File: src/rtl/cvt_result_queue.sv
// Result FIFO behind the cvtsw converter. Buffers each float with its inexact
// bit and tracks a sticky inexact flag plus a saturating inexact-event count.
module cvt_result_queue #(
  parameter int NEXP  = 8,
  parameter int NSIG  = 23,
  parameter int DEPTH = 4,
  parameter int CNTW  = 16
) (
  input  logic                       clk,
  input  logic                       rst,
  input  logic                       in_valid,
  output logic                       in_ready,
  input  logic [NEXP+NSIG:0]         in_s,
  input  logic                       in_inexact,
  output logic                       out_valid,
  input  logic                       out_ready,
  output logic [NEXP+NSIG:0]         out_s,
  output logic                       out_inexact,
  output logic [$clog2(DEPTH):0]     count,
  output logic                       flag_inexact,
  output logic [CNTW-1:0]            inexact_cnt,
  input  logic                       flag_clr
);
  localparam int W  = NEXP + NSIG + 1;
  localparam int AW = $clog2(DEPTH);
  localparam logic [AW:0]     FULL = (AW+1)'(DEPTH);
  localparam logic [CNTW-1:0] CMAX = '1;

  logic [W-1:0]  mem_s [DEPTH];
  logic          mem_x [DEPTH];
  logic [AW-1:0] wr_ptr, rd_ptr;
  logic          push, pop, push_x;

  assign in_ready  = (count < FULL);
  assign out_valid = (count != '0);
  assign push      = in_valid & in_ready;
  assign pop       = out_valid & out_ready;
  assign push_x    = push & in_inexact;

  assign out_s       = out_valid ? mem_s[rd_ptr] : '0;
  assign out_inexact = out_valid & mem_x[rd_ptr];

  // Storage carries no reset; validity is tracked by count alone.
  always_ff @(posedge clk) begin
    if (push) begin
      mem_s[wr_ptr] <= in_s;
      mem_x[wr_ptr] <= in_inexact;
    end
  end

  // Pointers wrap naturally because DEPTH is a power of two.
  always_ff @(posedge clk) begin
    if (rst) begin
      wr_ptr <= '0;
      rd_ptr <= '0;
      count  <= '0;
    end else begin
      if (push) wr_ptr <= wr_ptr + 1'b1;
      if (pop)  rd_ptr <= rd_ptr + 1'b1;
      case ({push, pop})
        2'b10:   count <= count + 1'b1;
        2'b01:   count <= count - 1'b1;
        default: count <= count;
      endcase
    end
  end

  // An inexact push in the same cycle as a clear takes priority over it.
  always_ff @(posedge clk) begin
    if (rst) begin
      flag_inexact <= 1'b0;
      inexact_cnt  <= '0;
    end else begin
      if (push_x)        flag_inexact <= 1'b1;
      else if (flag_clr) flag_inexact <= 1'b0;

      if (flag_clr)
        inexact_cnt <= push_x ? CNTW'(1) : '0;
      else if (push_x && inexact_cnt != CMAX)
        inexact_cnt <= inexact_cnt + 1'b1;
    end
  end
endmodule

File: config.mk
export PLATFORM = sky130hd
export DESIGN_NAME = cvt_result_queue
export DESIGN_NICKNAME = d
export VERILOG_FILES = /design/src/rtl/cvt_result_queue.sv
export SDC_FILE = /design/constraint.sdc
export NUM_CORES = 1
export LEC_CHECK = 0
export CAP_MARGIN = 40
export CORE_MARGIN = 1
export CORE_UTILIZATION = 45
export CTS_CLUSTER_DIAMETER = 120
export DETAILED_ROUTE_END_ITERATION = 6
export PLACE_DENSITY = 0.68
export REMOVE_ABC_BUFFERS = 1
export SYNTH_ARGS = -nofsm -noshare
export SYNTH_HDL_FRONTEND = slang
export SYNTH_SLANG_ARGS = --single-unit
File: constraint.sdc
create_clock -name clk -period 3.13 [get_ports clk]
set_clock_uncertainty 0.15 [all_clocks]
set_input_delay 0.4695 -clock clk [delete_from_list [all_inputs] [get_ports clk]]
set_output_delay 0.4695 -clock clk [all_outputs]
set_load 0.01 [all_outputs]
==> results.sh <==
export IMPL_status="completed"
export IMPL_place_area_sq_um=7600
export IMPL_num_vias=3582
export IMPL_tightest_slew_ns=0.542
export IMPL_core_area_sq_um=13800
export IMPL_dieArea_sq_um=14600
export IMPL_drtIter0Drc=203
export IMPL_multi_input_area_sq_um=1750
export IMPL_final_area_sq_um=8130
export IMPL_swShare_pct=26.8
export IMPL_syn_inst=371
export IMPL_drive_above_1_share_pct=17.1
export IMPL_grt_max_degree=29
export IMPL_grt_pass1_wl_mm=18.8
export IMPL_gr_total_overflow=0
export IMPL_hold_path_class="register to register"
export IMPL_syn2layout_area_growth_pct=28.2
export IMPL_gp_congestion=0.806
export IMPL_cts_tree="yes"
export IMPL_synthFlopType="edfxtp_1"
export IMPL_ant_nets=0
export IMPL_layout_min_cycle_time_ns=2.91
export IMPL_maxCapViolCount=0
export IMPL_root_buffer="clkbuf_16"
export IMPL_die_h_um=121
export IMPL_drtPass1Iterations=4
export IMPL_whs_ns=0.326
export IMPL_power_frac_seq_pct=40.1
export IMPL_tns_ns=0
export IMPL_setup_viol=0
export IMPL_fillerInstances=1048
export IMPL_start_kind="register"
export IMPL_synth_cell_types=42
export IMPL_ff_latch_area_sq_um=4490
export IMPL_vdd_drop_max_uv=457
export IMPL_grt_pass1_vias=3598
export IMPL_p_switching_mw=1.75
export IMPL_portBuffers=92
export IMPL_p_leak_nw=2.61
export IMPL_viasPerCell=5.35
export IMPL_critical_path_class="register to output port"
export IMPL_ys_seq_elements=158
export IMPL_rrSetupSlack_ns=0.56
export IMPL_fin_cells=670
export IMPL_ys_seq_area_share_pct=70.7
export IMPL_slew_limit_headroom_pct=62.9
export IMPL_wl_per_cell_um=17.5
export IMPL_arrival_ns=2.29
export IMPL_final_period_utilization_pct=93.1
export IMPL_netlist_area_sq_um=6340
export IMPL_cts_resized=0
export IMPL_powerDensity_nw_per_um2=804
export IMPL_ys_warn_count=0
export IMPL_clkPwrFrac_pct=28.0
export IMPL_boundaryPins=93
export IMPL_drt_total_wl_mm=11.7
export IMPL_antenna_cells=0
export IMPL_p_comb_share_pct=31.9
export IMPL_cts_setup_buffers=0
export IMPL_synth_edff_count=132
export IMPL_clk_pin_slew_ns=0.06
export IMPL_fmax_mhz=343
export IMPL_grtUsageTotal_pct=17.7
export IMPL_drc_errors=0
export IMPL_postCtsHoldBufs=0
export IMPL_cts_made_buffers=17
export IMPL_rsz0062_at_grt="no"
export IMPL_place_hpwl_mm=7.50
export IMPL_p_int_mw=4.79
export IMPL_antenna_found_initial=0
export IMPL_worstSkewPairLatency_ns=0.41
export IMPL_worstPathMaxFanout=18
export IMPL_finalHoldViolations=0
export IMPL_async_flop_share_pct=0
export IMPL_maxSlewViolCount=0
export IMPL_cp_end_kind="output port"
export IMPL_final_util_pct=58.8
export IMPL_die_x_um=121
export IMPL_htree_levels=4
export IMPL_rows=43
export IMPL_crit_required_ns=2.51
export IMPL_start_util_pct=45.8
export IMPL_fin_nets=523
export IMPL_clock_sinks=158
export IMPL_dp_cells=639
export IMPL_synth_avg_cell_area_sq_um=17.1
export IMPL_ctsLongestPathBuffers=2
==> cells in the mapped netlist (5+ instances only) <==
| master | instances | area, sq um |
|---|---|---|
| a21oi_1 | 13 | 65.1 |
| and2_1 | 39 | 244 |
| clkbuf_1 | 13 | 48.8 |
| dfxtp_1 | 26 | 521 |
| edfxtp_1 | 132 | 3960 |
| ha_1 | 6 | 75.1 |
| inv_1 | 11 | 41.3 |
| mux2i_1 | 7 | 70.1 |
| mux4_2 | 33 | 743 |
| nand2_1 | 14 | 52.6 |
| nand3_1 | 5 | 25.0 |
| nand4_1 | 5 | 31.3 |
| nor2_1 | 12 | 45.0 |
==> state kept, by name, indices dropped and copies added, names as in the netlist, named ones only <==
name / flops
count: 3
flag_inexact: 1
inexact_cnt: 16
mem_s: 128
mem_x: 4
rd_ptr: 2
wr_ptr: 2
==> cells by family after synthesis <==
logic type	Yosys count	synth area share (%)
buffers and inverters	28	1.74
DFF	158	70.7
xor gates and xnor gates	5	0.691
muxes	40	12.8
adders and majority gates	7	1.50
and+or+nand+nor	104	9.67
AOI/OAI and AO/OA	29	2.82
==> cell usage in the layout (no fill, tap or decap), types with 2 or more instances in the layout <==
cell and instances:
clkbuf_16 17, ha_1 6, a211oi_1 3, or3_1 4
buf_12 6, mux4_2 33, xnor2_1 2, xor2_1 3
dfxtp_2 2, clkinvlp_4 3, inv_1 11, nand4_1 5
o31ai_1 2, nor2b_1 2, clkinv_1 4, clkdlybuf4s50_1 92
edfxtp_1 132, a31oi_1 2, and2_2 4, or3_2 2
mux2i_1 7, a2111oi_0 2, clkinv_4 3, o21ai_0 4
and2_1 35, nor2_1 12, or4_1 2, and4_1 3
buf_4 7, nor3_1 4, nand2_1 14, clkbuf_1 2
nor4_1 3, nand3_1 5, dfxtp_1 24, a21oi_1 13
==> cell type report <==
class                   count  area share [%]
flip-flops and latches    158            55.2
multi-input cells         185            21.5
repair buffers            105            13.5
clock buffers              19            5.33
well taps                 180            2.77
clock inverters            12            1.22
inverters                  11           0.508
==> final timing paths <==
kind,startpoint,endpoint,cells after the start
setup reg to reg,count[2],count[2],8
hold / removal,flag_inexact,flag_inexact,2
setup / recovery,register,out_s[23],4
hold reg to reg,flag_inexact,flag_inexact,2
==> power by group through the flow <==
stage	clock network (mW)	registers (mW)	logic [mW]
finish	1.83	2.62	2.09
global route	1.94	2.64	2.27
CTS	1.87	2.62	2.15
detailed placement	0	2.67	2.14
global placement	0	2.65	2.13
floorplan	0	2.75	0.976
==> critical path, stage by stage, from the launching register on <==
cell and delay, ns:
dfxtp_2 0.32, buf_4 0.34, mux4_2 0.56, and2_1 0.18
clkdlybuf4s50_1 0.47
==> metrics by stage <==
| stage | power [mW] | setup WS [ns] |
|---|---|---|
| floorplan | 3.72 | 0.196 |
| global placement | 4.78 | 0.505 |
| detailed placement | 4.81 | 0.457 |
| CTS | 6.64 | 0.151 |
| global route | 6.86 | 0.0785 |
| finish | 6.54 | 0.217 |
==> layer usage <==
layer	global-route usage (%)	share of wire (%)	up-vias
li1	-	-	1668
met1	22.4	43	1792
met2	29.2	50	111
met3	4.34	5.8	11
met4	7.41	1.2	0
met5	0	0	-
Note: power is estimated with default switching activity, not from simulation.
